===== src/rtl/nibble_serial_adder_ctrl.sv =====
// rtl/nibble_serial_adder_ctrl.sv - wide add/subtract sequenced through one shared 4-bit CLA slice
// One operation in flight; the slice processes one nibble per cycle, LSB first.

module nibble_cla4 (
    input  logic [3:0] a,
    input  logic [3:0] b,
    input  logic       c_in,
    output logic [3:0] s,
    output logic       c_out
);
    logic [3:0] g;
    logic [3:0] p;
    logic [4:0] c;

    assign g = a & b;
    assign p = a ^ b;

    // Fully flattened lookahead so no carry ripples inside the slice.
    assign c[0] = c_in;
    assign c[1] = g[0] | (p[0] & c_in);
    assign c[2] = g[1] | (p[1] & g[0]) | (p[1] & p[0] & c_in);
    assign c[3] = g[2] | (p[2] & g[1]) | (p[2] & p[1] & g[0])
                | (p[2] & p[1] & p[0] & c_in);
    assign c[4] = g[3] | (p[3] & g[2]) | (p[3] & p[2] & g[1])
                | (p[3] & p[2] & p[1] & g[0])
                | (p[3] & p[2] & p[1] & p[0] & c_in);

    assign s     = p ^ c[3:0];
    assign c_out = c[4];
endmodule

module nibble_serial_adder_ctrl #(
    parameter int NIBBLES = 8
) (
    input  logic                 clk,
    input  logic                 rst_n,
    input  logic                 in_valid,
    output logic                 in_ready,
    input  logic [4*NIBBLES-1:0] a,
    input  logic [4*NIBBLES-1:0] b,
    input  logic                 c_in,
    input  logic                 sub,
    output logic                 out_valid,
    input  logic                 out_ready,
    output logic [4*NIBBLES-1:0] sum,
    output logic                 c_out,
    output logic                 ovf,
    output logic                 busy
);
    localparam int W  = 4 * NIBBLES;
    localparam int IW = (NIBBLES > 1) ? $clog2(NIBBLES) : 1;

    typedef enum logic [1:0] {
        S_IDLE = 2'd0,
        S_RUN  = 2'd1,
        S_DONE = 2'd2
    } state_t;

    state_t         state_q;
    state_t         state_d;
    logic [W-1:0]   a_q;
    logic [W-1:0]   b_q;
    logic [W-1:0]   sum_q;
    logic [IW-1:0]  idx_q;
    logic           carry_q;
    logic           a_msb_q;
    logic           b_msb_q;
    logic           c_out_q;
    logic           ovf_q;

    logic [3:0]     slice_s;
    logic           slice_c_out;
    logic           accept;
    logic           last_nibble;
    logic [W-1:0]   b_eff;

    // Operands shift right each RUN cycle so the slice always reads bits [3:0].
    nibble_cla4 u_slice (
        .a     (a_q[3:0]),
        .b     (b_q[3:0]),
        .c_in  (carry_q),
        .s     (slice_s),
        .c_out (slice_c_out)
    );

    assign b_eff       = sub ? ~b : b;
    assign accept      = in_valid && in_ready;
    assign last_nibble = (idx_q == IW'(NIBBLES - 1));

    always_ff @(posedge clk or negedge rst_n) begin
        if (!rst_n) begin
            state_q <= S_IDLE;
        end else begin
            state_q <= state_d;
        end
    end

    always_comb begin
        state_d   = state_q;
        in_ready  = 1'b0;
        out_valid = 1'b0;
        busy      = 1'b0;
        case (state_q)
            S_IDLE: begin
                in_ready = rst_n;
                if (in_valid && rst_n) begin
                    state_d = S_RUN;
                end
            end
            S_RUN: begin
                busy = 1'b1;
                if (last_nibble) begin
                    state_d = S_DONE;
                end
            end
            S_DONE: begin
                busy      = 1'b1;
                out_valid = 1'b1;
                if (out_ready) begin
                    state_d = S_IDLE;
                end
            end
            default: begin
                state_d = S_IDLE;
            end
        endcase
    end

    always_ff @(posedge clk or negedge rst_n) begin
        if (!rst_n) begin
            a_q     <= '0;
            b_q     <= '0;
            sum_q   <= '0;
            idx_q   <= '0;
            carry_q <= 1'b0;
            a_msb_q <= 1'b0;
            b_msb_q <= 1'b0;
            c_out_q <= 1'b0;
            ovf_q   <= 1'b0;
        end else begin
            if (accept) begin
                a_q     <= a;
                b_q     <= b_eff;
                carry_q <= sub ? 1'b1 : c_in;
                a_msb_q <= a[W-1];
                b_msb_q <= b_eff[W-1];
                idx_q   <= '0;
            end else if (state_q == S_RUN) begin
                a_q                <= a_q >> 4;
                b_q                <= b_q >> 4;
                carry_q            <= slice_c_out;
                sum_q[4*idx_q +: 4] <= slice_s;
                if (last_nibble) begin
                    c_out_q <= slice_c_out;
                    // slice_s[3] is the result sign bit on the final nibble.
                    ovf_q   <= (a_msb_q == b_msb_q) && (slice_s[3] != a_msb_q);
                end else begin
                    idx_q <= idx_q + 1'b1;
                end
            end
        end
    end

    assign sum   = sum_q;
    assign c_out = c_out_q;
    assign ovf   = ovf_q;
endmodule


===== config.mk =====
export PLATFORM = sky130hd
export DESIGN_NAME = nibble_serial_adder_ctrl
export DESIGN_NICKNAME = d
export VERILOG_FILES = /design/src/rtl/nibble_serial_adder_ctrl.sv
export SDC_FILE = /design/constraint.sdc
export NUM_CORES = 1
export LEC_CHECK = 0
export CAP_MARGIN = 20
export CORE_UTILIZATION = 53
export CTS_BUF_LIST = sky130_fd_sc_hd__clkbuf_8
export DETAILED_ROUTE_END_ITERATION = 10
export PLACE_DENSITY = 0.8
export SKIP_CTS_REPAIR_TIMING = 1
export SLEW_MARGIN = 20
export SYNTH_ARGS = -nofsm -noshare
export SYNTH_HDL_FRONTEND = slang
export SYNTH_SLANG_ARGS = --single-unit

===== constraint.sdc =====
create_clock -name clk -period 2.3 [get_ports clk]
set_input_delay 0.46 -clock clk [delete_from_list [all_inputs] [get_ports clk]]
set_output_delay 0.46 -clock clk [all_outputs]
set_load 0.05 [all_outputs]

After elaboration in Yosys (flattened, before gate mapping)
Cells that the tools add are included.
- bits in registers: 106
- input port bits: 70
- output and inout port bits: 37
- word-level logic and storage cells: 83
- $add $sub $neg: 2
- equal/unequal tests: 9
- shift-type cells: 2
- mux-type cells: 19
- bitwise logic cells: 31
- reduce and logical (&&, ||, !) cells: 10
- operators by type and width (cell ; number):
    32-bit two-way mux ; 5
    5-bit negation with 34-bit output ; 1
    4-bit by 34-bit variable shift with 32-bit output, first input constant ; 1
    4-bit by 34-bit variable part select with 32-bit output ; 1
    32-bit bitwise mux ; 1
    32-bit NOT ; 1
    1-bit AND ; 16
    1-bit bitwise OR ; 10
    3-bit two-way mux ; 3
    2-bit != test, second input constant ; 4
    4-bit bitwise XOR ; 2
    1-bit two-way mux ; 6
    2-bit two-way mux ; 3
    2-bit case mux with 3 select lines ; 1
    3-bit AND reduction ; 2
    4-bit AND ; 1
    2-bit AND reduction ; 2
    3-bit by 1-bit adder with 3-bit output, second input constant ; 1
    3-bit == test, second input constant ; 1
    1-bit logical AND ; 3
    2-bit by 1-bit == test with 1-bit output, second input constant ; 1
    2-bit == test, second input constant ; 1
    2-bit zero test ; 1
    2-bit nonzero test ; 1
    4 further kinds ; 4

Logic depth before layout (Yosys ltp)
Gate-level depths: netlist of run 1.
- word-level depth: 8
- mapped depth: 8
- depth with buffers taken out: 7

Hierarchy
A second synthesis of run 1 with hierarchy kept.
- cells, all modules: 518
- area, all modules: 5440.2 µm²
- modules (own cells, without submodules) (module ; times used ; cells each ; area each (µm²)):
    nibble_serial_adder_ctrl ; 1 ; 501 ; 5292.6
    nibble_cla4 ; 1 ; 17 ; 147.6

Least setup slack after synthesis of run 1
Ideal clock, no wire load.
- path kind: reg-to-reg
- from: register idx_q[0]
- to: register sum_q[20], in the netlist sum[20]
- arrival time: 1.923 ns
- required time: 2.175 ns
- path slack: 0.252 ns
- cell stages (with the launch flop): 8
- buffers on the path: 1
- path through: dfrtp_1 -> buf_2 -> inv_1 -> ha_1 -> ha_1 -> nor3b_4 -> nand2_1 -> mux2_2
- cells in the longest elaborated chain, start to end: 3
- elaborated cells on any way between the ends: 4
- ends and longest elaborated chain (what ; line ; source):
    start: declaration ; 64 ; logic [IW-1:0] idx_q;
    start signal: assignment ; 158 ; idx_q <= idx_q + 1'b1;
    5-bit negation with 34-bit output * ; 152 ; sum_q[4*idx_q +: 4] <= slice_s;
    4-bit by 34-bit variable part select with 32-bit output or 4-bit by 34-bit variable shift with 32-bit output (tied branches) ; 152 ;
    32-bit bitwise mux * ; 152 ;
    end signal: indexed assignment ; 152 ;
    end: declaration ; 63 ; logic [W-1:0] sum_q;
Mark *: on every way between the ends. The rest lies on a longest branch, timed or not.
A chain may end at the register's enable or synchronous reset.

Final worst setup path of run 1
- from: input rst_n
- to: output in_ready
- cells in the longest elaborated chain, start to end: 1
- ends and longest elaborated chain (what ; line ; source):
    start: declaration ; 36 ; input logic rst_n,
    1-bit two-way mux ; 103 ; case (state_q)
    end: declaration ; 38 ; output logic in_ready,
No other way between the ends.

==> results.json, run 1 <==
{
  "antenna_cells": 0,
  "dpl_worst_slack_ns": 0.274,
  "layout_common_cells": "dfrtp_1 (106), clkdlybuf4s50_1 (101), nand2_1 (94), o21ai_0 (69), mux2i_1 (59)",
  "cts_buffers": 9,
  "grt_pass1_wl_um": 18100,
  "ys_warn_count": 0,
  "die_w_um": 102,
  "drt_iter0_drc": 90,
  "seq_area_frac_synth_pct": 50.1,
  "grt_pass1_vias": 3860,
  "r2r-end": "sum[24]",
  "hpwl_um": 7990,
  "htreeDepth": 3,
  "max_slew_margin_pct": 65.2,
  "start_util_pct": 54.4,
  "p_clk_share_pct": 13.8,
  "core_um2": 9730,
  "path_class": "in -> out",
  "startpoint_type": "input port",
  "cts_sinks": 106,
  "fin_nets": 688,
  "power_density_nw_per_um2": 1310,
  "postSynthAreaPerCell_um2": 10.5,
  "clk_pin_slew_ns": 0.09,
  "drive_gt1_share_pct": 8.73,
  "setup_violations": 0,
  "clk_latency_ns": 0.37,
  "place_congestion": 0.783,
  "p_total_mw": 8.79,
  "clockBufferDepth": 2,
  "cp_max_fo": 17,
  "tightest_slew_ns": 0.520,
  "fin_crit_ns": 2.13,
  "ios": 107,
  "max-vdd-ir-drop_uv": 737,
  "port-buffer-count": 106,
  "post-route-drc-count": 0,
  "maxCapViolations": 0,
  "fin_crit_sh_pct": 92.8,
  "hold_path_depth": 1,
  "r2r_cells": 6,
  "worst_setup_path_end_kind": "primary output",
  "syn_inst": 504,
  "postPlaceCellArea_um2": 6490,
  "slew_viol_final": 0,
  "synth-seq-cells": 106,
  "syn-num-nets": 589,
  "cp.arrival_ns": 1.67,
  "die_h_um": 102,
  "synth_area_um2": 5290,
  "cts_root_buf": "clkbuf_8",
  "synth_edf_count": 0,
  "crit_required_ns": 1.84,
  "internal-power_mw": 5.03,
  "final_area_um2": 6720,
  "status": "completed",
  "syn2layout_area_growth_pct": 26.9,
  "p_leak_nw": 2.90,
  "p_switching_mw": 3.76,
  "routedWlPerCell_um": 14.8,
  "final_common_cell": "dfrtp_1",
  "switching_share_pct": 42.8,
  "grt_overflow_total": 0,
  "fin_skew_ns": 0.0156,
  "hold_path.startpoint": "sum[6]",
  "wl_um": 10900,
  "ys_types": 41,
  "grt_usage_pct": 22.4,
  "fmax_mhz": 468,
  "placementRows": 36,
  "grt_max_degree": 95,
  "via_per_inst": 5.25,
  "via_count": 3888,
  "firstDrtPassIters": 4,
  "antenna_found_initial": 0,
  "power_frac_comb_pct": 49.9,
  "cts_tree": "done",
  "setup_ws_ns": 0.165,
  "antenna_left": 0,
  "p_seq_share_pct": 36.3,
  "synth-main-ff-cell": "dfrtp_1",
  "rsz0062_at_grt": "false",
  "rrSetupSlack_ns": 0.25,
  "post-route-util_pct": 69.0,
  "async_flop_share_pct": 100,
  "r2r-start": "idx_q[1]",
  "timing.final.hold_violations": 0,
  "holdPathEnd": "sum[6]",
  "min_path_type": "reg -> reg",
  "die_area_um2": 10400
}
-- kinds of logic after synthesis --
group,synth area share (%)
AOI/OAI and AO/OA,10.1
xor gates and xnor gates,5.63
adders and majority gates,3.69
buffers and inverters,3.29
DFF,50.1
muxes,14.1
and+or+nand+nor,13.0
-- synthesized netlist by cell type (2+ instances only) --
cell | count | share of area [%]
dfrtp_1 | 106 | 50
xor2_1 | 30 | 5.0
clkbuf_1 | 8 | 0.57
o2bb2ai_1 | 12 | 2.0
nand3_1 | 7 | 0.66
nand4_1 | 4 | 0.47
ha_1 | 14 | 3.3
or3_1 | 2 | 0.24
nand2_1 | 94 | 6.7
buf_4 | 2 | 0.28
o21ai_0 | 69 | 6.5
nand3b_1 | 8 | 1.1
and2_1 | 2 | 0.24
inv_1 | 9 | 0.64
nor2b_1 | 2 | 0.24
nor2_1 | 12 | 0.85
xnor2_1 | 4 | 0.66
nand2b_1 | 4 | 0.47
mux2_2 | 14 | 3.0
buf_2 | 19 | 1.8
nor3_1 | 2 | 0.19
mux2i_1 | 59 | 11
a21oi_1 | 3 | 0.28
-- power groups by stage --
| stage | Clock, mW | Combinational, mW | Sequential [mW] |
|---|---|---|---|
| 6_report | 1.22 | 4.38 | 3.19 |
| 5_1_grt | 1.31 | 4.79 | 3.29 |
| 4_1_cts | 1.23 | 4.40 | 3.19 |
| 3_5_place_dp | 0 | 4.38 | 3.23 |
| 3_3_place_gp | 0 | 4.24 | 3.19 |
| 2_1_floorplan | 0 | 2.45 | 3.84 |
-- area by class of cell --
class / instances / area [µm²]
Multi-Input combinational cell: 360 / 2480
Clock buffer: 9 / 124
Clock inverter: 6 / 83.8
Tap cell: 133 / 166
Fill cell: 748 / 3010
Timing Repair Buffer: 117 / 1170
Sequential cell: 106 / 2650
Inverter: 9 / 33.8
-- layer usage --
metal | global-route usage, % | share of wire (%)
met4 | 5.27 | 0.95
met3 | 4.38 | 4.2
met5 | 0 | 0
met2 | 38.5 | 49
met1 | 29.4 | 46
-- worst max-delay path by stage --
stage | startpoint | to | slack (ns) | cells after the start
global route | idx_q[1] | sum[3] | 0.04 | 7
detailed placement | idx_q[1] | sum[3] | 0.27 | 7
CTS | state_q[0] | out_valid | -0.04 | 3
floorplan | idx_q[0] | sum[20] | 0.25 | 7
finish | rst_n | in_ready | 0.17 | 4
global placement | idx_q[1] | sum[25] | 0.38 | 6
-- critical path: stages --
cell           delay [ns]
dlygate4sd3_1        0.59
buf_4                0.27
and2_1               0.21
buf_12               0.15
-- registers in the layout, summed over array words and instances, names as in the netlist --
name	count
idx_q	3
c_out	1
state_q	2
a_msb_q	1
ovf	1
b_q	32
b_msb_q	1
a_q	32
carry_q	1
sum	32
-- per-stage QoR --
step / hold slack [ns] / instances / TNS, ns
after floorplan: 0.164 / 504 / 0
after global routing: 0.505 / 740 / 0
after CTS: -0.0644 / 739 / -0.0446
after detailed placement: 0.332 / 724 / 0
after global placement: 0.327 / 724 / 0
final: 0.493 / 740 / 0
(Power assumes the default switching activity.)
==> run 2: changes to the inputs <==
--- a/config.mk
+++ b/config.mk
@@ -11,7 +11,6 @@
 export DETAILED_ROUTE_END_ITERATION = 10
 export PLACE_DENSITY = 0.8
 export SKIP_CTS_REPAIR_TIMING = 1
-export SLEW_MARGIN = 20
 export SYNTH_ARGS = -nofsm -noshare
 export SYNTH_HDL_FRONTEND = slang
 export SYNTH_SLANG_ARGS = --single-unit
==> results of run 2 <==
The final DEF is identical to that of run 1; final timing and power are the same.
==> run 3: changes to the inputs <==
--- a/config.mk
+++ b/config.mk
@@ -8,6 +8,7 @@
 export CAP_MARGIN = 20
 export CORE_UTILIZATION = 53
 export CTS_BUF_LIST = sky130_fd_sc_hd__clkbuf_8
+export CTS_CLUSTER_SIZE = 8
 export DETAILED_ROUTE_END_ITERATION = 10
 export PLACE_DENSITY = 0.8
 export SKIP_CTS_REPAIR_TIMING = 1
==> results of run 3 <==
The final DEF is identical to that of run 1; final timing and power are the same.
